===== src/rtl/alu_muldiv_unit_pkg.sv =====
// Shared encodings for the iterative multiply/divide engine and the ALU decoder.
package alu_muldiv_unit_pkg;

    // Engine operation codes
    typedef enum logic [1:0] {
        OP_MUL  = 2'b00,
        OP_DIV  = 2'b01,
        OP_MOD  = 2'b10,
        OP_RSVD = 2'b11
    } muldiv_op_e;

    // Engine control states
    typedef enum logic [1:0] {
        ST_IDLE = 2'b00,
        ST_RUN  = 2'b01,
        ST_DONE = 2'b10
    } muldiv_state_e;

    // ALU selector codes that are routed to this engine
    localparam logic [3:0] ALU_SEL_MUL = 4'b1100;
    localparam logic [3:0] ALU_SEL_DIV = 4'b1101;
    localparam logic [3:0] ALU_SEL_MOD = 4'b1110;

    // True for the ops that use the divider datapath
    function automatic logic is_div_op(input muldiv_op_e op);
        return (op == OP_DIV) || (op == OP_MOD);
    endfunction

endpackage


===== src/rtl/alu_muldiv_unit_if.sv =====
// Request/response bundle between the ALU control side and the mul/div engine.
interface alu_muldiv_unit_if #(
    parameter int WIDTH = 32
);
    logic             start;
    logic [1:0]       op;
    logic [WIDTH-1:0] dataA;
    logic [WIDTH-1:0] dataB2;
    logic             busy;
    logic             done;
    logic [WIDTH-1:0] result;
    logic             div_by_zero;
    logic             zero;
    logic             negative;

    modport master (
        output start, op, dataA, dataB2,
        input  busy, done, result, div_by_zero, zero, negative
    );

    modport slave (
        input  start, op, dataA, dataB2,
        output busy, done, result, div_by_zero, zero, negative
    );
endinterface


===== src/rtl/alu_muldiv_unit_step.sv =====
// One combinational iteration: shift-add for multiply, restoring trial subtract for divide.
module alu_muldiv_unit_step #(
    parameter int WIDTH = 32
) (
    input  logic [WIDTH-1:0]   mcand_i,
    input  logic [2*WIDTH-1:0] acc_i,
    input  logic [WIDTH-1:0]   divisor_i,
    input  logic [WIDTH-1:0]   rem_i,
    input  logic [WIDTH-1:0]   quo_i,
    output logic [2*WIDTH-1:0] acc_o,
    output logic [WIDTH-1:0]   rem_o,
    output logic [WIDTH-1:0]   quo_o
);
    // Multiply: low half of acc holds the remaining multiplier bits, LSB consumed first.
    logic [WIDTH:0] mul_sum;
    logic [WIDTH:0] mul_hi;

    assign mul_sum = {1'b0, acc_i[2*WIDTH-1:WIDTH]} + {1'b0, mcand_i};
    assign mul_hi  = acc_i[0] ? mul_sum : {1'b0, acc_i[2*WIDTH-1:WIDTH]};
    assign acc_o   = {mul_hi, acc_i[WIDTH-1:1]};

    // Divide: partial remainder is WIDTH+1 bits since it can reach 2*divisor-1.
    // The remainder is always below the divisor, so bit WIDTH of the trial
    // difference is a reliable borrow (sign) indicator.
    logic [WIDTH:0] part_rem;
    logic [WIDTH:0] trial;
    logic           fits;

    assign part_rem = {rem_i, quo_i[WIDTH-1]};
    assign trial    = part_rem - {1'b0, divisor_i};
    assign fits     = ~trial[WIDTH];
    assign rem_o    = fits ? trial[WIDTH-1:0] : part_rem[WIDTH-1:0];
    assign quo_o    = {quo_i[WIDTH-2:0], fits};

endmodule


===== src/rtl/alu_muldiv_unit.sv =====
// Iterative unsigned MUL/DIV/MOD engine: one op in flight, WIDTH iterations per op.
module alu_muldiv_unit
    import alu_muldiv_unit_pkg::*;
#(
    parameter int WIDTH = 32
) (
    input  logic              clock,
    input  logic              reset_n,
    alu_muldiv_unit_if.slave  bus
);
    localparam int CNT_W = (WIDTH > 2) ? $clog2(WIDTH) : 1;

    muldiv_state_e      state_q;
    muldiv_op_e         op_q;
    logic [CNT_W-1:0]   cnt_q;
    logic [WIDTH-1:0]   a_q;
    logic [WIDTH-1:0]   b_q;
    logic [2*WIDTH-1:0] acc_q;
    logic [WIDTH-1:0]   rem_q;
    logic [WIDTH-1:0]   quo_q;
    logic [WIDTH-1:0]   result_q;
    logic               busy_q;
    logic               done_q;
    logic               dbz_q;

    logic [2*WIDTH-1:0] acc_d;
    logic [WIDTH-1:0]   rem_d;
    logic [WIDTH-1:0]   quo_d;

    muldiv_op_e         op_in;
    logic               short_dbz;
    logic               short_op;
    logic [WIDTH-1:0]   short_res;
    logic [WIDTH-1:0]   final_res;

    assign op_in = muldiv_op_e'(bus.op);

    alu_muldiv_unit_step #(
        .WIDTH (WIDTH)
    ) u_step (
        .mcand_i   (a_q),
        .acc_i     (acc_q),
        .divisor_i (b_q),
        .rem_i     (rem_q),
        .quo_i     (quo_q),
        .acc_o     (acc_d),
        .rem_o     (rem_d),
        .quo_o     (quo_d)
    );

    // Ops that finish without iterating: divide by zero and the reserved code.
    always_comb begin
        short_dbz = is_div_op(op_in) && (bus.dataB2 == '0);
        short_op  = short_dbz || (op_in == OP_RSVD);
        short_res = '0;
        if (short_dbz && (op_in == OP_DIV)) begin
            short_res = '1;
        end else if (short_dbz && (op_in == OP_MOD)) begin
            short_res = bus.dataA;
        end
    end

    // Result taken from the last iteration's outputs, committed on the edge into DONE.
    always_comb begin
        case (op_q)
            OP_MUL:  final_res = acc_d[WIDTH-1:0];
            OP_DIV:  final_res = quo_d;
            default: final_res = rem_d;
        endcase
    end

    // Control FSM, iteration counter, operand and datapath registers.
    always_ff @(posedge clock or negedge reset_n) begin
        if (!reset_n) begin
            state_q  <= ST_IDLE;
            op_q     <= OP_MUL;
            cnt_q    <= '0;
            a_q      <= '0;
            b_q      <= '0;
            acc_q    <= '0;
            rem_q    <= '0;
            quo_q    <= '0;
            result_q <= '0;
            busy_q   <= 1'b0;
            done_q   <= 1'b0;
            dbz_q    <= 1'b0;
        end else begin
            case (state_q)
                ST_IDLE: begin
                    done_q <= 1'b0;
                    if (bus.start) begin
                        op_q   <= op_in;
                        a_q    <= bus.dataA;
                        b_q    <= bus.dataB2;
                        cnt_q  <= CNT_W'(WIDTH - 1);
                        acc_q  <= {{WIDTH{1'b0}}, bus.dataB2};
                        rem_q  <= '0;
                        quo_q  <= bus.dataA;
                        busy_q <= 1'b1;
                        if (short_op) begin
                            state_q  <= ST_DONE;
                            done_q   <= 1'b1;
                            result_q <= short_res;
                            dbz_q    <= short_dbz;
                        end else begin
                            state_q <= ST_RUN;
                            dbz_q   <= 1'b0;
                        end
                    end
                end
                ST_RUN: begin
                    acc_q <= acc_d;
                    rem_q <= rem_d;
                    quo_q <= quo_d;
                    cnt_q <= cnt_q - CNT_W'(1);
                    if (cnt_q == '0) begin
                        state_q  <= ST_DONE;
                        done_q   <= 1'b1;
                        result_q <= final_res;
                    end
                end
                ST_DONE: begin
                    done_q  <= 1'b0;
                    busy_q  <= 1'b0;
                    state_q <= ST_IDLE;
                end
                default: begin
                    state_q <= ST_IDLE;
                    busy_q  <= 1'b0;
                    done_q  <= 1'b0;
                end
            endcase
        end
    end

    assign bus.busy        = busy_q;
    assign bus.done        = done_q;
    assign bus.result      = result_q;
    assign bus.div_by_zero = dbz_q;
    assign bus.zero        = (result_q == '0);
    assign bus.negative    = result_q[WIDTH-1];

endmodule


===== src/flat_wrapper.sv =====
// flat-port wrapper written by rule: the top's interface ports become plain ports
module alu_muldiv_unit_flat import alu_muldiv_unit_pkg::*;
#(
    parameter int WIDTH = 32
)
  (clock, reset_n, bus_start, bus_op, bus_dataA, bus_dataB2, bus_busy, bus_done, bus_result, bus_div_by_zero, bus_zero, bus_negative);
  alu_muldiv_unit_if #(.WIDTH(WIDTH)) bus_i ();
  input  logic clock;
  input  logic reset_n;
  input wire logic [$bits(bus_i.start)-1:0] bus_start;
  input wire logic [$bits(bus_i.op)-1:0] bus_op;
  input wire logic [$bits(bus_i.dataA)-1:0] bus_dataA;
  input wire logic [$bits(bus_i.dataB2)-1:0] bus_dataB2;
  output wire logic [$bits(bus_i.busy)-1:0] bus_busy;
  output wire logic [$bits(bus_i.done)-1:0] bus_done;
  output wire logic [$bits(bus_i.result)-1:0] bus_result;
  output wire logic [$bits(bus_i.div_by_zero)-1:0] bus_div_by_zero;
  output wire logic [$bits(bus_i.zero)-1:0] bus_zero;
  output wire logic [$bits(bus_i.negative)-1:0] bus_negative;
  assign bus_i.start = bus_start;
  assign bus_i.op = bus_op;
  assign bus_i.dataA = bus_dataA;
  assign bus_i.dataB2 = bus_dataB2;
  assign bus_busy = bus_i.busy;
  assign bus_done = bus_i.done;
  assign bus_result = bus_i.result;
  assign bus_div_by_zero = bus_i.div_by_zero;
  assign bus_zero = bus_i.zero;
  assign bus_negative = bus_i.negative;
  alu_muldiv_unit #(.WIDTH(WIDTH)) u_core (.clock(clock), .reset_n(reset_n), .bus(bus_i));
endmodule

===== config.mk =====
export PLATFORM = sky130hd
export DESIGN_NAME = alu_muldiv_unit_flat
export DESIGN_NICKNAME = d
export VERILOG_FILES = /design/src/rtl/alu_muldiv_unit_pkg.sv /design/src/rtl/alu_muldiv_unit_if.sv /design/src/rtl/alu_muldiv_unit_step.sv /design/src/rtl/alu_muldiv_unit.sv /design/src/flat_wrapper.sv
export SDC_FILE = /design/constraint.sdc
export NUM_CORES = 1
export LEC_CHECK = 0
export ABC_AREA = 1
export CORE_ASPECT_RATIO = 1.1
export CORE_UTILIZATION = 67
export CTS_BUF_LIST = sky130_fd_sc_hd__clkbuf_8
export DETAILED_ROUTE_END_ITERATION = 12
export GPL_ROUTABILITY_DRIVEN = 0
export PLACE_DENSITY = 0.89
export SYNTH_ARGS = -nofsm -noshare
export SYNTH_HDL_FRONTEND = slang
export SYNTH_SLANG_ARGS = --single-unit

===== constraint.sdc =====
create_clock -name clock -period 4.4 [get_ports clock]
set_input_delay 0.66 -clock clock [delete_from_list [all_inputs] [get_ports clock]]
set_output_delay 0.66 -clock clock [all_outputs]
set_load 0.03 [all_outputs]

==> reports/metrics.cfg <==
[setup_path]
path_class=flip-flop to output port
start_kind=flip-flop
r2r_slack_ns=1.27
worstRegToRegCells=17
crit_required_ns=3.74
cp_data_arrival_time_ns=2.71
cp_max_fo=3
cp-end-kind=output port
r2r_start=u_core.quo_q[31]
reg2reg_to=u_core.bus.result[31]

[synthesis]
synth_area_per_cell_sq_um=7.09
synth_cell_types=45
seq_area_frac_synth_pct=38.4
yosys_warnings=0
syn_inst=2167
synth-seq-cells=236
yosys.area_share.adder_pct=5.88
synth_ff_type=dfrtp_1
synth_nets=2307
ys_async_sr_fraction_pct=100
synth-xor-area-share_pct=1.77
yosys.area_share.simple_pct=32.5
synth-compound-area-share_pct=13.0
synth_top_family_by_area=simple AND/OR/NAND/NOR gates
synth_mux_area_share_pct=0
syn_area_sq_um=15400
synth_edf_count=0

[floorplanning]
die-area_sq_um=23600
start_util_pct=68.9
die_y_um=161
num_rows=57
ios=106
fp.dieW_um=146
core_area_sq_um=22300

[hold_path]
hp-class=input pin to asynchronous set/reset pin

[sta]
max_freq_mhz=297
hold_ws_ns=0.235
fin_crit_sh_pct=76.5
maxSlewViolCount=0
fin_skew_ns=0.0207
setup_viol=0
tns_ns=0
rsz0062_at_grt=no
finalCriticalPeriod_ns=3.37
relSlewSlack_pct=29.4
tightest_slew_ns=1.06
hold_violations=0

[route]
post_drt_wl_per_cell_um=18.0
routed_wirelength_um=46200
ant_nets=0
drt_iter0_drc=1907
drc=0
viasPerCell=6.09
drt-pass1-iter-count=8
via_count=15600

[clock_network]
cts_tree=yes
clkSlewWorstSetupHoldPaths_ns=0.06
numCtsBuffers=39
clockBufferDepth=3
clock_latency_ns=0.54
ctsResizeCount=0
cts_setup_buffers=0
h-tree-depth=2
clkSinkCount=236
clockRootBuffer=clkbuf_8
cts_hold_buf=0

[global_route]
antenna_found_initial=0
grt-ovfl-total=0
grt_max_degree=139
grt_pass1_vias=14800
track_usage_pct=39.3
grt_pass1_wl_um=73900

[layout]
final_util_pct=77.6
drive_above_1_share_pct=5.11
final_nets=2382
final_cell_mix=664 x nand2_1, 242 x inv_1, 236 x dfrtp_1, 207 x nor2_1, 207 x nand3_1
fill_cells=1644
seq_area_sq_um=5910
layout.cells.non_filler=2565
multi_input_area_sq_um=8190
final_common_cell=nand2_1
syn_to_final_growth_pct=12.6

[flow_run]
timing.max_cap.violations=0

[placed_design]
hpwlAfterDp_um=33500
place_inst=2496
numPortBuffers=105

[status]
status=complete, no violations

==> state kept, by name, indices dropped and copies added (netlist names) <==
register	flops
u_core.a_q	32
u_core.acc_q	64
u_core.b_q	32
u_core.bus.busy	1
u_core.bus.div_by_zero	1
u_core.bus.done	1
u_core.bus.result	32
u_core.cnt_q	5
u_core.op_q	2
u_core.quo_q	32
u_core.rem_q	32
u_core.state_q	2
==> cells in the mapped netlist, drive strengths merged, types with 17 or more instances <==
cell type | n | share of area [%]
nor3 | 17 | 0.55
nand4 | 17 | 0.69
dfrtp | 236 | 38
a22o | 24 | 1.4
nor2 | 216 | 5.5
o21ai | 96 | 3.1
clkbuf | 51 | 1.2
inv | 234 | 5.7
nand3 | 218 | 7.6
buf | 36 | 1.4
nand2 | 680 | 17
a31oi | 31 | 1.3
a21oi | 108 | 3.6
ha | 69 | 5.6
xor2 | 17 | 0.97
a22oi | 21 | 1.0
==> area by class of cell <==
cell class / count / area share, %
multi-input combinational: 1609 / 47.3
sequential: 236 / 34.1
timing repair buffer: 121 / 6.87
inverter: 235 / 5.10
clock buffer: 45 / 3.58
tap: 295 / 2.13
clock inverter: 23 / 0.896
antenna: 1 / 0.0145
==> routing by layer <==
layer,share of wire (%),vias up,global-route usage [%]
met5,0,-,0
li1,-,7221,-
met3,9.6,148,6.68
met1,39,7333,50.3
met4,4.5,0,19.1
met2,47,929,64.7
==> kinds of logic after synthesis <==
| kind of cell | Yosys count |
|---|---|
| and+or+nand+nor | 1175 |
| AOI/OAI and AO/OA | 332 |
| buffers and inverters | 322 |
| DFF | 236 |
| adders and majority gates | 71 |
| xor gates and xnor gates | 31 |
==> metrics by stage <==
stage                     setup WS (ns)  cell area, sq um
after floorplan                    2.12             15400
after global placement            0.956             16500
after detailed placement          0.816             16500
after CTS                          1.16             17300
after global routing              0.999             17300
final                              1.03             17300
==> worst max-delay path, stage by stage, from the launching register on <==
cell             delay (ns)
dfrtp_1                0.45
nor4_1                 0.44
nand4_1                0.39
nor2_1                 0.18
clkdlybuf4s50_1        0.70
==> worst max path at each step <==
stage | start | to | slack [ns] | depth (start not counted)
detailed placement | bus_op[0] | u_core.bus.result[0] | 0.82 | 14
finish | u_core.bus.result[16] | bus_zero | 1.03 | 4
global placement | bus_dataB2[28] | u_core.bus.result[0] | 0.96 | 14
floorplan | u_core.quo_q[31] | u_core.rem_q[21] | 2.12 | 16
global route | u_core.bus.result[16] | bus_zero | 1.0 | 4
CTS | u_core.bus.result[16] | bus_zero | 1.16 | 4
Power is not shown: default switching activity piles up to over one toggle a cycle in this logic, so the estimate is an artifact.
